**config.mk**
```make
export PLATFORM = sky130hd
export DESIGN_NAME = psum_adder_arbiter
export DESIGN_NICKNAME = d
export VERILOG_FILES = /design/src/rtl/psum_adder_arbiter.sv
export SDC_FILE = /design/constraint.sdc
export NUM_CORES = 1
export LEC_CHECK = 0
export BUFFER_PORTS_ARGS = -buffer_cell sky130_fd_sc_hd__buf_2
export CAP_MARGIN = 20
export CORE_MARGIN = 4
export CORE_UTILIZATION = 52
export CTS_BUF_LIST = sky130_fd_sc_hd__clkbuf_16
export DETAILED_ROUTE_END_ITERATION = 8
export MAX_ROUTING_LAYER = met4
export PLACE_DENSITY_LB_ADDON = 0.05
export RECOVER_POWER = 100
export SYNTH_ARGS = -nofsm -noshare
export SYNTH_HDL_FRONTEND = slang
export SYNTH_SLANG_ARGS = --single-unit
```
**constraint.sdc**
```tcl
create_clock -name clk -period 3.3 [get_ports clk]
set_input_delay 0.33 -clock clk [delete_from_list [all_inputs] [get_ports clk]]
set_output_delay 0.33 -clock clk [all_outputs]
set_load 0.03 [all_outputs]
```
**src/rtl/psum_adder_arbiter.sv**
```systemverilog
// Round-robin arbiter feeding a shared 3-input partial-sum adder with fixed forward latency.
// Optional macro PSUM_SAT_EN: saturate the sum at 2^DWIDTH-1 instead of wrapping modulo 2^DWIDTH.
module psum_adder_arbiter #(
  parameter int DWIDTH = 8,
  parameter int NREQ   = 4,
  parameter int FL_CYC = 2
) (
  input  logic                       clk,
  input  logic                       rst,
  input  logic [NREQ-1:0]            req_valid,
  input  logic [NREQ*3*DWIDTH-1:0]   req_data,
  output logic [NREQ-1:0]            req_ready,
  output logic                       out_valid,
  output logic [DWIDTH-1:0]          out_data,
  output logic [$clog2(NREQ)-1:0]    out_id,
  input  logic                       out_ready,
  output logic                       busy,
  output logic [15:0]                sum_count
);

  localparam int IDW = $clog2(NREQ);
  localparam int CW  = (FL_CYC > 1) ? $clog2(FL_CYC) : 1;

  typedef enum logic [1:0] {IDLE, ADD, SEND} state_t;

  state_t                state;
  logic [IDW-1:0]        last_grant;
  logic [CW-1:0]         lat_cnt;
  logic [3*DWIDTH-1:0]   ops;
  logic [3*DWIDTH-1:0]   req_slice [NREQ];
  logic                  grant_found;
  logic [IDW-1:0]        grant_idx;
  logic [IDW-1:0]        probe;
  logic [DWIDTH+1:0]     sum_wide;
  logic [DWIDTH-1:0]     sum_res;

  for (genvar i = 0; i < NREQ; i++) begin : g_slice
    assign req_slice[i] = req_data[i*3*DWIDTH +: 3*DWIDTH];
  end

  // Round-robin search: start one past the last winner and wrap around.
  // NOTE: every always_comb output gets a default first so no path can infer a latch.
  always_comb begin
    grant_found = 1'b0;
    grant_idx   = '0;
    probe       = '0;
    for (int k = 1; k <= NREQ; k++) begin
      probe = IDW'((int'(last_grant) + k) % NREQ);
      if (!grant_found && req_valid[probe]) begin
        grant_found = 1'b1;
        grant_idx   = probe;
      end
    end
  end

  always_comb begin
    req_ready = '0;
    if (!rst && state == IDLE && grant_found)
      req_ready[grant_idx] = 1'b1;
  end

  assign sum_wide = {2'b00, ops[0 +: DWIDTH]} + {2'b00, ops[DWIDTH +: DWIDTH]}
                  + {2'b00, ops[2*DWIDTH +: DWIDTH]};

`ifdef PSUM_SAT_EN
  assign sum_res = (sum_wide > {2'b00, {DWIDTH{1'b1}}}) ? {DWIDTH{1'b1}} : sum_wide[DWIDTH-1:0];
`else
  assign sum_res = DWIDTH'(sum_wide);
`endif

  // NOTE: sequential state uses non-blocking assignments so all registers see pre-edge values.
  always_ff @(posedge clk or posedge rst) begin
    if (rst) begin
      state      <= IDLE;
      busy       <= 1'b0;
      out_valid  <= 1'b0;
      out_data   <= '0;
      out_id     <= '0;
      sum_count  <= '0;
      lat_cnt    <= '0;
      last_grant <= IDW'(NREQ - 1);
      ops        <= '0;
    end else begin
      case (state)
        IDLE: begin
          if (grant_found) begin
            ops        <= req_slice[grant_idx];
            out_id     <= grant_idx;
            last_grant <= grant_idx;
            lat_cnt    <= CW'(FL_CYC - 1);
            busy       <= 1'b1;
            state      <= ADD;
          end
        end
        ADD: begin
          if (lat_cnt == '0) begin
            out_data  <= sum_res;
            out_valid <= 1'b1;
            state     <= SEND;
          end else begin
            lat_cnt <= lat_cnt - 1'b1;
          end
        end
        SEND: begin
          // out_data/out_id are only written in IDLE/ADD, so they hold during a stall.
          if (out_ready) begin
            sum_count <= sum_count + 16'd1;
            out_valid <= 1'b0;
            busy      <= 1'b0;
            state     <= IDLE;
          end
        end
        default: state <= IDLE;
      endcase
    end
  end

endmodule

```
==> impl.org, run 1 <==
** Worst setup path
- Counting both buffers and inverters, the worst setup path holds a total of 1.
- Crit start category :: register
- In this design, the largest share of critical-path delay is due to compound AO/OA/AOI/OAI gates.
- The setup path with the least slack is of type register to output port.
- Required time reported for the critical path endpoint :: 2.97 ns
- Along the worst path, the maximum fanout reaches 25.
- At the worst endpoint, the arrival time is 2.42 ns.
- The critical path goes through nand2b_1, a31o_1, and3_1, buf_2.
- For this design, the slowest cell found on the critical path is sky130_fd_sc_hd__a31o_1.
- On the worst path, the slowest cell contributes a delay of 0.77 ns.
- Critical path capture point type :: output port

** Route
- Detailed routing inserted a total of 3010 vias.
- Number of nets with antenna violations after detailed routing :: 0
- Total length of routed wires :: 8400 um
- Length of the first detailed-routing pass in iterations :: 5
- Number of vias per cell after detailed routing :: 5.59
- After detailed routing, the number of remaining DRC violations is 0.
- In this run, the number of DRC markers left after iteration 0 of detailed routing was 210.
- In the final routed layout, each cell accounts on average for 15.6 um.

** Finish
- Filler cell count in the final layout :: 500
- The final layout contains 576 nets.
- The number of antenna diodes in the final layout is 0.
- Of the cells placed in the final design, the portion with a size suffix greater than 1 is 27.2%.
- Relative to the synthesized area, the layout overhead comes to 30.3%.
- Final instance area :: 0.00412 mm^2

** Clock network
- CTS built an H-tree with a depth of 3.
- Number of buffers inserted by post-CTS setup repair :: 0
- Number of clock buffers inserted by TritonCTS :: 9
- No sink is reached through more buffers than the 2 on the longest clock path.
- Counting every sink on the clock net gives 57.
- CTS placed an instance of sky130_fd_sc_hd__clkbuf_16 at the clock tree root.
- The clock reaches the later pin of the worst-skew pair after 0.32 ns.
- After clock tree synthesis, the clock-pin slew on the worst setup and hold paths is 0.05 ns.
- After clock tree synthesis, the flow added hold-fix buffers numbering 0.
- Clock tree from TritonCTS :: yes
- Once the clock tree was built, the resizer swapped 0 gates to a different size.

** Synth
- For this run, asynchronously set or reset flops after synthesis account for 100%.
- Synthesis Warnings :: 0
- Number of storage elements in the synthesis netlist :: 57
- Post-synth net total :: 445
- The number of different library cells used by synthesis comes to 42.
- For this run, the leading register cell type out of synthesis is sky130_fd_sc_hd__dfrtp_1.
- Synthesis handed over a netlist of 327 instances.
- Averaged over all synthesized cells, the footprint is 9.67 um^2.
- EDFF count, synth :: 0
- Summing every instance area after synthesis gives 0.00316 mm^2.
- Share of synthesized area occupied by flip-flops and latches :: 45.2%

** Power and ir drop
- Combinational power share :: 52.9%
- Part of the total power dissipated in sequential elements :: 27.5%
- Switching Share :: 42.4%
- IR analysis of the VDD net gives a maximum drop of 0.000578 V.
- Summed over all cells, the static leakage comes to 1.94 nW.
- Dividing total power by cell area gives a power density of 1090 mW/mm^2.
- Reported net switching power :: 1.91 mW
- The clock network burns 19.6% of the power.
- Cell-internal power :: 2.59 mW

** Global route
- The first global-routing pass estimated 13200 um of wire.
- Via count of the first global-routing pass :: 2823
- Entering global routing, the biggest net connects 37 pins.
- Global routing usage summed across all routing layers :: 23.5%
- Overflow left after global routing :: 0
- Number of antenna violations at the first check in global routing :: 0

** Place
- The congestion estimate from routability-driven global placement came to 0.862.
- During placement, the flow inserted port buffers numbering 134.
- Placed standard-cell area :: 0.00388 mm^2
- Detailed placement ended at an HPWL of 6390 um.

** Floorplan
- The die covers 0.00739 mm^2.
- The die is 86.0 um wide.
- Starting density of the core :: 53.4%
- In this run the standard cell core region covers 0.00592 mm^2.
- Chip Height :: 86.0 um
- In this run the core area contains 28 standard-cell rows.
- I/O Pins :: 135

** STA
- Measured against its own limit, the worst slew margin works out to 38.3%.
- Setup violations remaining at the end of the flow were counted as 0.
- Time the final worst path needs with I/O delays and setup :: 2.75 ns
- Slew Viols, Final :: 0
- The hold violation count in the final report came to 0.
- Static timing analysis puts the maximum clock frequency at 0.363 GHz.
- Unrepaired setup endpoints after global routing :: no
- Adding up every negative setup slack in the final design gives 0 ns.
- In the finished design, the share of the clock period the worst path needs comes to 83.5%.
- Slew of the pin with the lowest slew margin :: 0.925 ns
- Layout Skew :: 0.00522 ns

** Hold path
- HP Class :: input pin to async pin

** Outcome
- The run finished with clean final reports.

** Run
- Number of maximum-capacitance constraint violations :: 0
-- power by group through the flow --
stage	Combinational [mW]	Clock [mW]	Sequential (mW)
finish	2.37	0.881	1.24
global route	2.67	0.928	1.28
CTS	2.43	0.895	1.24
detailed placement	2.39	0	1.25
global placement	2.34	0	1.24
floorplan	1.69	0	1.34
-- per-stage QoR --
step                      hold WS [ns]  std cells  setup WS, ns  total power, mW  utilization [%]
after floorplan                  0.437        327         0.914             3.03                -
after global placement           0.404        522          1.04             3.58             65.6
after detailed placement         0.414        522         0.958             3.64             65.6
after CTS                       0.0771        538         0.766             4.56             70.4
after global routing             0.241        538         0.368             4.88             69.6
final                            0.229        538         0.546             4.49             69.6
-- logic make-up (layout without fill, tap and decap cells) --
| kind of cell | after synthesis | in the layout | synth area share, % |
|---|---|---|---|
| AOI/OAI and AO/OA | 84 | 84 | 19.7 |
| xor gates and xnor gates | 22 | 22 | 6.09 |
| adders and majority gates | 15 | 15 | 7.83 |
| buffers and inverters | 30 | 166 | 4.19 |
| DFF | 57 | 57 | 45.2 |
| muxes | 1 | 1 | 0.356 |
| and+or+nand+nor | 118 | 118 | 16.7 |
-- layout by cell type (no fill, tap or decap), types with 2 or more instances in the layout --
master and count:
sky130_fd_sc_hd__nand3_1 4, sky130_fd_sc_hd__nand4_1 3, sky130_fd_sc_hd__a21o_1 5, sky130_fd_sc_hd__a31oi_1 25
sky130_fd_sc_hd__a21oi_1 5, sky130_fd_sc_hd__fa_1 8, sky130_fd_sc_hd__ha_1 7, sky130_fd_sc_hd__clkinv_2 4
sky130_fd_sc_hd__buf_2 101, sky130_fd_sc_hd__buf_4 4, sky130_fd_sc_hd__xor2_1 7, sky130_fd_sc_hd__nand2b_1 6
sky130_fd_sc_hd__clkbuf_16 9, sky130_fd_sc_hd__o21ai_0 12, sky130_fd_sc_hd__a222oi_1 24, sky130_fd_sc_hd__o21a_1 2
sky130_fd_sc_hd__nand2_1 48, sky130_fd_sc_hd__xnor2_1 15, sky130_fd_sc_hd__nor2_1 37, sky130_fd_sc_hd__inv_1 10
sky130_fd_sc_hd__dfrtp_1 55, sky130_fd_sc_hd__nor2b_1 3, sky130_fd_sc_hd__nor4_1 3, sky130_fd_sc_hd__o22ai_1 2
sky130_fd_sc_hd__clkbuf_1 34, sky130_fd_sc_hd__and3_1 6
-- state kept, by name (all words and copies together), names as in the netlist --
| signal | cells |
|---|---|
| last_grant | 2 |
| sum_count | 16 |
| lat_cnt | 1 |
| ops | 24 |
| busy | 1 |
| out_data | 8 |
| out_valid | 1 |
| out_id | 2 |
| state | 2 |
-- final timing paths --
check | from | endpoint | slack, ns | cells after the start
worst max register to register | last_grant[0] | ops[21] | 0.66 | 6
worst max-delay path | last_grant[0] | req_ready[0] | 0.55 | 4
worst min-delay path | rst | ops[15] | 0.23 | 2
min in group clk | out_ready | state[1] | 0.23 | 2
max in group asynchronous | rst | out_data[4] | 1.67 | 3
worst min register to register | sum_count[15] | sum_count[15] | 0.46 | 1
-- metal layers --
metal  vias to the layer above  global-route usage, %  part of all wire [%]  routed length, um
li1                       1459                      -                     -                  -
met4                         0                   8.35                   1.1                 95
met3                         9                   3.84                   6.4                540
met1                      1441                   30.7                    43               3630
met5                         -                      -                     0                  0
met2                       101                   37.1                    49               4140
-- cell usage after synthesis (6+ instances only) --
cell,count,area share (%)
sky130_fd_sc_hd__nand2_1,48,5.7
sky130_fd_sc_hd__ha_1,7,2.8
sky130_fd_sc_hd__nand2b_1,6,1.2
sky130_fd_sc_hd__fa_1,8,5.1
sky130_fd_sc_hd__inv_1,10,1.2
sky130_fd_sc_hd__xor2_1,7,1.9
sky130_fd_sc_hd__nor2_1,37,4.4
sky130_fd_sc_hd__dfrtp_1,55,44
sky130_fd_sc_hd__o21ai_0,12,1.9
sky130_fd_sc_hd__a31oi_1,25,4.9
sky130_fd_sc_hd__xnor2_1,15,4.2
sky130_fd_sc_hd__and3_1,6,1.2
sky130_fd_sc_hd__a222oi_1,24,7.6
sky130_fd_sc_hd__clkbuf_1,14,1.7
-- final cells by class --
class,count,area [um^2],area share [%]
flip-flops and latches,57,1430,34.7
inverters,10,37.5,0.911
clock buffers,9,225,5.46
multi-input cells,240,1610,39.0
clock inverters,7,61.3,1.49
repair buffers,140,668,16.2
well taps,75,93.8,2.28
No activity file was read; power rests on OpenSTA's default activity.
==> run 2: changes to the inputs <==
--- a/config.mk
+++ b/config.mk
@@ -5,6 +5,7 @@
 export SDC_FILE = /design/constraint.sdc
 export NUM_CORES = 1
 export LEC_CHECK = 0
+export ABC_AREA = 1
 export BUFFER_PORTS_ARGS = -buffer_cell sky130_fd_sc_hd__buf_2
 export CAP_MARGIN = 20
 export CORE_MARGIN = 4
==> constraint.sdc (replaced) <==
create_clock -name clk -period 2.8 [get_ports clk]
set_input_delay 0.28 -clock clk [delete_from_list [all_inputs] [get_ports clk]]
set_output_delay 0.28 -clock clk [all_outputs]
set_load 0.03 [all_outputs]
==> run 2 against run 1 <==
Via count rose by 40%. Critical path depth rose by 6. Combinational power rose by 130%. First-iteration DRC count rose by 32%. Register-to-register slack got worse by 0.41 ns. Area after synthesis rose by 29%.
==> impl.org, run 2 <==
** Outcome
- Run status :: complete, no violations (unchanged)

** Finish
- Fraction of layout cells with a size suffix above 1 :: 21.3% (was 27.2%)
- Register name with the most flops :: ops (unchanged)
- Synthesis-to-finish area growth :: 22.9% (was 30.3%)
- Largest registers in the final layout :: ops (24), sum_count (16), out_data (8) (unchanged)
- Commonest non-fill, non-tap cells in the layout :: sky130_fd_sc_hd__nand2_1 (313), sky130_fd_sc_hd__buf_2 (103), sky130_fd_sc_hd__dfrtp_1 (55) (was sky130_fd_sc_hd__buf_2 (101), sky130_fd_sc_hd__dfrtp_1 (55), sky130_fd_sc_hd__nand2_1 (48))
- The most common cell after layout, fill and taps aside is sky130_fd_sc_hd__nand2_1 (was sky130_fd_sc_hd__buf_2).
- The final net count is 831 (was 576).
- The flip-flop count of the largest register, all copies and words added is 24 (unchanged).
- The share of the core filled with cells is 67.5% (was 69.6%).
- Filler cell count in the final layout :: 690 (was 500)
- The total inserted antenna cells is 0 (unchanged).

** Hold path
- The class of the most critical hold timing path was input pin to register (was input pin to async pin).
- Source of the worst hold timing path :: out_ready

** Synth
- Yosys top cell area share :: 33.8% (was 43.5%)
- EDFF count, synth :: 0 (unchanged)
- The total of warnings raised by yosys is 0 (unchanged).
- The multiplexer fraction of the synthesized cell area is 0% (was 0.356%).
- The flip-flop and latch count after synthesis was 57 (unchanged).
- Most used DFF post-synth :: sky130_fd_sc_hd__dfrtp_1 (unchanged)
- Yosys cell types :: 29 (was 42)
- The post-synthesis compound-gate area fraction is 3.05% (was 19.7%).
- Gate count after technology mapping :: 585 (was 327)
- Adder-cell area share of the yosys netlist :: 6.09% (was 7.83%)
- The combinational family with the most area after synthesis was simple AND/OR/NAND/NOR gates (was compound AO/OA/AOI/OAI gates).
- Post-synth design cell area :: 0.00407 mm^2 (was 0.00316 mm^2)
- The most used standard cell by instance count after synthesis is sky130_fd_sc_hd__nand2_1 (was sky130_fd_sc_hd__dfrtp_1).
- The mean area per synthesized cell is 6.95 um^2 (was 9.67 um^2).
- The total nets after synthesis is 703 (was 445).
- Simple-gate portion of the synthesized area :: 42.2% (was 16.7%)
- Dominant cell type by area after synthesis :: sky130_fd_sc_hd__dfrtp_1 (unchanged)
- Top area cells in the synthesized netlist: sky130_fd_sc_hd__dfrtp_1 (34%), sky130_fd_sc_hd__nand2_1 (29%), sky130_fd_sc_hd__nand4_1 (7.5%) (was sky130_fd_sc_hd__dfrtp_1 (44%), sky130_fd_sc_hd__a222oi_1 (7.6%), sky130_fd_sc_hd__nand2_1 (5.7%)).
- Share of synthesized area occupied by flip-flops and latches :: 35.1% (was 45.2%)
- Commonest cells post-synth :: sky130_fd_sc_hd__nand2_1 (313), sky130_fd_sc_hd__dfrtp_1 (55), sky130_fd_sc_hd__nand4_1 (49) (was sky130_fd_sc_hd__dfrtp_1 (55), sky130_fd_sc_hd__nand2_1 (48), sky130_fd_sc_hd__nor2_1 (37))
- Post-synthesis share of cell area spent on xor and xnor gates :: 4.09% (was 6.09%)
- The async set or reset register ratio after synthesis was 100% (unchanged).

** Power and ir drop
- The static leakage power was 2.90 nW (was 1.94 nW).
- Power per unit of standard cell area :: 1580 mW/mm^2 (was 1090 mW/mm^2)
- VDD IR-drop max :: 0.000996 V (was 0.000578 V)
- Pwr Total :: 7.90 mW (was 4.49 mW)

** Worst setup path
- The endpoint type of the worst setup path was an output port (unchanged).
- Maximum net fanout on the critical path :: 8 (was 25)
- Required time reported for the critical path endpoint :: 2.52 ns (was 2.97 ns)
- The launching point of the worst reg2reg path is last_grant[0] (unchanged).
- The beginning of the critical path was last_grant[0] (unchanged).
- Arrival @ worst endpoint :: 2.39 ns (was 2.42 ns)
- The startpoint type of the worst setup path is a register (unchanged).
- Worst Setup Path Type :: register to output port (unchanged)

** Clock network
- The root buffer selected by CTS was sky130_fd_sc_hd__clkbuf_16 (unchanged).
- The count of hold-fix buffers inserted at cts was 0 (unchanged).
- Buffers from clock root to sink, at most :: 2 (unchanged)
- The clock transition time at the flip-flop clock pins of the worst setup and hold paths is 0.05 ns (about the same).
- The clock buffer count from CTS is 9 (unchanged).
- The depth of the CTS H-tree was 3 (unchanged).
- TritonCTS sink count :: 57 (unchanged)
- Clock latency reported for the late side of the worst-skew pair :: 0.33 ns (was 0.32 ns)
- Clock tree from TritonCTS :: yes (unchanged)

** STA
- The total negative setup slack is 0 ns (unchanged).
- The headroom to the max-slew limit is 6.73% (was 38.3%).
- Time the final worst path needs with I/O delays and setup :: 2.67 ns
- Post-Route Hold Slack :: 0.178 ns (was 0.229 ns)
- The final clock skew came to 0.00699 ns (was 0.00522 ns).
- The total setup violations reported at the end of the flow was 0 (unchanged).
- The max-slew violation total from the final report was 0 (unchanged).
- Highest clock frequency the design can meet :: 0.375 GHz
- Dividing the final minimum period by the clock period gives 95.2%.
- The worst-margin pin slew is 1.40 ns (was 0.925 ns).
- Unrepaired setup endpoints after global routing :: no (unchanged)
- Count of endpoints failing hold in the final timing report :: 0 (unchanged)

** Floorplan
- The y dimension of the die is 96.4 um (was 86.0 um).
- Chip width :: 96.4 um (was 86.0 um)
- Core area :: 0.00741 mm^2 (was 0.00592 mm^2)
- The number of cell rows came to 31 (was 28).
- Starting density of the core :: 54.9% (was 53.4%)
- Die area :: 0.00930 mm^2 (was 0.00739 mm^2)
- I/O Pins :: 135 (unchanged)

** Place
- HPWL reported at the end of detailed placement :: 8060 um (was 6390 um)
- Port buffer count :: 134 (unchanged)
- The weighted congestion at the end of routability-driven global placement is 0.850 (was 0.862).

** Route
- The count of vias placed by the detailed router was 4222 (was 3010).
- Length of the first detailed-routing pass in iterations :: 5 (unchanged)
- Per-cell routed wire length :: 13.5 um (was 15.6 um)
- DRC violation total after the first TritonRoute iteration :: 277 (was 210)
- The via density per instance came to 5.17 (was 5.59).
- The total DRC errors in the routed layout is 0 (unchanged).
- The post-detailed-routing wire length was 11000 um (was 8400 um).
- The remaining number of nets flagged by the antenna check after routing is 0 (unchanged).

** Global route
- The number of antenna violations at the first check in global routing was 0 (unchanged).
- The number of global-route vias before repair came to 3972 (was 2823).
- First-pass GRT wire length :: 17800 um (was 13200 um)
- Global routing usage summed across all routing layers :: 24.9% (was 23.5%)
- The largest net degree at the start of global routing came to 58 (was 37).
- Overflow left after global routing :: 0 (unchanged)

** Run
- Number of maximum-capacitance constraint violations :: 0 (unchanged)
-- run 2: cell types whose count changed after synthesis, moves of 8 or more --
| cell | change |
|---|---|
| sky130_fd_sc_hd__buf_4 | +11 |
| sky130_fd_sc_hd__nand4_1 | +46 |
| sky130_fd_sc_hd__nor2_1 | -23 |
| sky130_fd_sc_hd__a31oi_1 | -25 |
| sky130_fd_sc_hd__xor2_1 | +8 |
| sky130_fd_sc_hd__buf_6 | +8 |
| sky130_fd_sc_hd__a222oi_1 | -24 |
| sky130_fd_sc_hd__inv_1 | +20 |
| sky130_fd_sc_hd__clkbuf_1 | -12 |
| sky130_fd_sc_hd__nand2_1 | +265 |
| sky130_fd_sc_hd__xnor2_1 | -11 |
-- run 2: what timing repair did --
action | 4_1_cts | 5_1_grt
setup endpoints to repair | 0 | 2
resized for setup | 0 | 3
endpoints found under the hold margin | 0 | 0
setup buffers | 0 | 6
-- run 2: layer usage --
layer	GRT usage (%)	up-vias	routed length (um)
met5	-	-	0
met3	3.87	17	736
met1	34.1	1921	4930
met4	7.94	0	205
met2	38.3	171	5110
li1	-	2113	-
-- run 2: path summary, 6_finish.rpt --
kind,endpoint,slack [ns],depth (start not counted)
min in group asynchronous,out_data[5],0.50,3
max in group asynchronous,ops[22],1.47,3
hold reg to reg,out_data[1],0.48,2
setup / recovery,req_ready[0],0.13,10
setup reg to reg,ops[13],0.25,14
hold / removal,state[1],0.18,2
-- run 2: power by group --
group          switching, mW  leakage, nW  internal, mW
logic                   3.56         2.05          1.79
registers              0.244        0.704          1.17
clock network          0.364        0.145         0.766
-- run 2: final cells by class --
cell class | count | area (um^2) | share of cell area [%]
flip-flops and latches | 57 | 1430 | 28.6
repair buffers | 148 | 748 | 15.0
clock inverters | 6 | 83.8 | 1.68
repair inverters | 1 | 3.75 | 0.0751
clock buffers | 9 | 225 | 4.51
inverters | 35 | 141 | 2.83
multi-input cells | 461 | 2240 | 44.9
well taps | 99 | 124 | 2.48
-- run 2: kinds of logic after synthesis --
group / Yosys count
xor+xnor: 19
compound gates: 22
simple gates: 405
flops: 57
buf+inv: 67
fa+ha+maj: 15
-- run 2: worst max-delay path, cell delays in order (launching register included) --
cell	delay, ns
sky130_fd_sc_hd__dfstp_2	0.62
sky130_fd_sc_hd__clkbuf_2	0.18
sky130_fd_sc_hd__nand2_1	0.07
sky130_fd_sc_hd__nand3_1	0.11
sky130_fd_sc_hd__a21oi_1	0.06
sky130_fd_sc_hd__a21oi_1	0.15
sky130_fd_sc_hd__nand2_1	0.12
sky130_fd_sc_hd__a21oi_4	0.27
sky130_fd_sc_hd__clkinv_4	0.09
sky130_fd_sc_hd__nor3_1	0.15
sky130_fd_sc_hd__clkbuf_2	0.23
-- run 2: through the flow --
stage | setup slack (ns) | cell area, um^2 | std cells
CTS | 0.0658 | 5000 | 809
global route | 0.00936 | 5000 | 816
global placement | 0.500 | 4690 | 794
floorplan | 0.00316 | 4070 | 585
detailed placement | 0.370 | 4690 | 794
finish | 0.134 | 5000 | 816
==> run 3: changes to the inputs <==
--- a/config.mk
+++ b/config.mk
@@ -13,7 +13,7 @@
 export CTS_BUF_LIST = sky130_fd_sc_hd__clkbuf_16
 export DETAILED_ROUTE_END_ITERATION = 8
 export MAX_ROUTING_LAYER = met4
-export PLACE_DENSITY_LB_ADDON = 0.05
+export PLACE_DENSITY = 0.78
 export RECOVER_POWER = 100
 export SYNTH_ARGS = -nofsm -noshare
 export SYNTH_HDL_FRONTEND = slang
==> run 3 against run 2 <==
Design area shrank 1.7%. Flip-flop and latch count is the same. Clock skew is 0.0031 ns lower. Maximum frequency grew 0.45%. Clock power shrank 9.7%. Via count shrank 1.3%. Combinational power fell by 4.9%.
==> impl.org, run 3 (synthesis results as in run 2) <==
** Worst setup path
- The endpoint type of the worst setup path is an output port (unchanged).
- The peak fanout along the critical path was 50 (was 8).
- The worst setup slack for register-to-register paths came to 0.40 ns (was 0.25 ns).
- The kind of critical path is register to output port (unchanged).
- Worst r2r dst :: out_data[7] (was ops[13])
- Crit start category :: register (unchanged)
- Register-to-Register Path Depth :: 10 (was 14)
- Reg2Reg Launch Point :: ops[1] (was last_grant[0])
- The arrival time at the worst endpoint was 2.37 ns (was 2.39 ns).
- The required time reported for the critical path endpoint came to 2.52 ns (about the same).
- Start point of the critical path :: last_grant[0] (unchanged)

** STA
- Post-Route Setup TNS :: 0 ns (unchanged)
- Slew Viols, Final :: 0 (unchanged)
- Number of failing setup endpoints in the final timing report :: 0 (unchanged)
- Count of endpoints failing hold in the final timing report :: 0 (unchanged)
- Unrepaired setup endpoints after global routing: no (unchanged).
- The final clock skew was 0.00393 ns (was 0.00699 ns).
- The worst-margin pin slew is 1.40 ns (about the same).
- Highest clock frequency the design can meet :: 0.377 GHz (was 0.375 GHz)
- Time the final worst path needs with I/O delays and setup :: 2.65 ns (was 2.67 ns)
- Relative slew slack :: 6.99% (was 6.73%)
- The final-layout worst hold slack is 0.164 ns (was 0.178 ns).
- Portion of the clock cycle consumed by the worst path in the final layout :: 94.8% (was 95.2%)

** Power and ir drop
- Part of the total power dissipated in sequential elements :: 18.8% (was 17.9%)
- The maximum vdd ir drop is 0.000955 V (was 0.000996 V).
- The part of the power in the clock network came to 13.6% (was 14.3%).
- Reported net switching power :: 4.01 mW (was 4.17 mW)
- The switching share of power came to 53.2% (was 52.8%).
- The power density over the cells was 1530 mW/mm^2 (was 1580 mW/mm^2).
- The static leakage power is 2.86 nW (was 2.90 nW).
- Cell-internal power :: 3.53 mW (was 3.73 mW)
- The fraction of power consumed by combinational cells came to 67.6% (was 67.7%).

** Finish
- The final net count came to 825 (was 831).
- Area of combinational cells with multiple inputs :: 0.00224 mm^2 (about the same)
- Largest registers in the final layout :: ops (24), sum_count (16), out_data (8) (unchanged)
- Filler cell count in the final layout :: 670 (was 690)
- Fraction of layout cells with a size suffix above 1 :: 20.1% (was 21.3%)
- Reg area :: 0.00143 mm^2 (unchanged)
- Number of diodes added for antenna fixing :: 0 (unchanged)
- Register name with the most flops :: ops (unchanged)
- Commonest non-fill, non-tap cells in the layout: sky130_fd_sc_hd__nand2_1 (313), sky130_fd_sc_hd__buf_2 (103), sky130_fd_sc_hd__dfrtp_1 (55) (unchanged).
- The most common cell after layout, fill and taps aside is sky130_fd_sc_hd__nand2_1 (unchanged).
- The flip-flop count of the largest register, all copies and words added is 24 (unchanged).
- The signed area change from the synthesized netlist to the final layout came to 20.8% (was 22.9%).

** Floorplan
- I/O Pins :: 135 (unchanged)
- The placeable core area was 0.00741 mm^2 (unchanged).
- The number of cell rows was 31 (unchanged).
- The width of the die was 96.4 um (unchanged).
- Starting density of the core :: 54.9% (unchanged)
- Die area :: 0.00930 mm^2 (unchanged)
- The y dimension of the die was 96.4 um (unchanged).

** Place
- Port buffer count :: 134 (unchanged)
- HPWL reported at the end of detailed placement :: 7970 um (was 8060 um)
- Last weighted congestion value of the routability-driven placer :: 0.846 (was 0.850)

** Route
- The total DRC errors in the routed layout was 0 (unchanged).
- The iteration count of the initial detailed-routing pass is 5 (unchanged).
- The remaining number of nets flagged by the antenna check after routing was 0 (unchanged).
- The count of vias placed by the detailed router was 4166 (was 4222).
- Total length of routed wires :: 10600 um (was 11000 um)
- The violation count after the first detailed-routing iteration is 213 (was 277).
- The via density per instance was 5.14 (was 5.17).
- Per-cell routed wire length :: 13.1 um (was 13.5 um)

** Clock network
- The clock buffer count from CTS came to 9 (unchanged).
- The depth of the CTS H-tree was 3 (unchanged).
- Clock tree from TritonCTS :: yes (unchanged)
- The number of gates resized after cts is 0 (unchanged).
- Clock input transition at the sequential cells of the worst setup and hold paths :: 0.05 ns (about the same)
- TritonCTS sink count :: 57 (unchanged)
- The root buffer selected by CTS is sky130_fd_sc_hd__clkbuf_16 (unchanged).
- The buffer depth of the longest clock path is 2 (unchanged).
- Clock latency reported for the late side of the worst-skew pair :: 0.33 ns (about the same)

** Hold path
- Source of the worst hold timing path :: out_ready (unchanged)
- Count of cells along the worst hold path :: 2 (unchanged)
- The class of the most critical hold timing path is input pin to register (unchanged).
- The destination of the worst hold path is state[1] (unchanged).

** Outcome
- Run status :: complete, no violations (unchanged)

** Global route
- Maximum number of pins on one net before global-route repair :: 58 (unchanged)
- The global-route wire length before repair was 17300 um (was 17800 um).
- Via count of the first global-routing pass :: 3877 (was 3972)
- The total congestion overflow came to 0 (unchanged).
- Global routing usage summed across all routing layers :: 24.6% (was 24.9%)
- Number of antenna violations at the first check in global routing :: 0 (unchanged)

** Run
- The count of max-cap constraint violations was 0 (unchanged).
-- run 3: layer usage --
metal / wire [um] / track usage, % / part of all wire [%]
met5: 0 / - / 0
met4: 248 / 9.93 / 2.3
met3: 796 / 2.94 / 7.5
met2: 4910 / 39.0 / 46
met1: 4630 / 32.1 / 44
-- run 3: area by class of cell --
class	instances	share of cell area [%]
sequential	57	29.1
inverter	35	2.83
clock inverter	6	1.04
clock buffer	9	4.58
multi-input combinational	461	45.5
tap	99	2.52
timing repair buffer	143	14.4
-- run 3: how the worst max path moves through the flow --
stage | end | slack (ns) | cells past startpoint
3_5_place_dp | out_data[7] | 0.42 | 10
6_report | req_ready[1] | 0.15 | 10
3_3_place_gp | out_data[7] | 0.50 | 10
4_1_cts | req_ready[3] | 0.16 | 12
5_1_grt | req_ready[1] | 0.03 | 12
2_1_floorplan | req_ready[0] | 0.003 | 3
-- run 3: stage by stage --
stage / total power [mW] / util (%) / setup WS (ns) / cells / area (um^2)
floorplan: 5.67 / - / 0.00316 / 585 / 4070
global placement: 6.42 / 63.3 / 0.498 / 794 / 4690
detailed placement: 6.53 / 63.3 / 0.418 / 794 / 4690
finish: 7.53 / 66.3 / 0.146 / 810 / 4910
CTS: 7.61 / 67.0 / 0.159 / 809 / 4960
global route: 8.35 / 66.3 / 0.0252 / 810 / 4910
-- run 3: power groups by stage --
stage          clock network (mW)  registers [mW]  logic (mW)
2_1_floorplan                   0            1.58        4.09
3_3_place_gp                    0            1.41        5.01
3_5_place_dp                    0            1.43        5.10
4_1_cts                      1.04            1.42        5.15
5_1_grt                      1.08            1.46        5.81
6_report                     1.02            1.42        5.09
-- run 3: repair_timing --
item                                    in CTS  in global routing
endpoints found under the setup margin       0                  1
setup buffers                                0                  1
hold buffers                                 0                  0
-- run 3: worst max-delay path: stages, from the launching register on --
cell	delay, ns
sky130_fd_sc_hd__dfstp_2	0.62
sky130_fd_sc_hd__buf_4	0.16
sky130_fd_sc_hd__nand2_1	0.08
sky130_fd_sc_hd__nand3_1	0.11
sky130_fd_sc_hd__nand2_1	0.09
sky130_fd_sc_hd__nor2_1	0.16
sky130_fd_sc_hd__nand3_1	0.17
sky130_fd_sc_hd__nand3_2	0.15
sky130_fd_sc_hd__buf_12	0.22
sky130_fd_sc_hd__nor3_1	0.08
sky130_fd_sc_hd__clkbuf_2	0.19
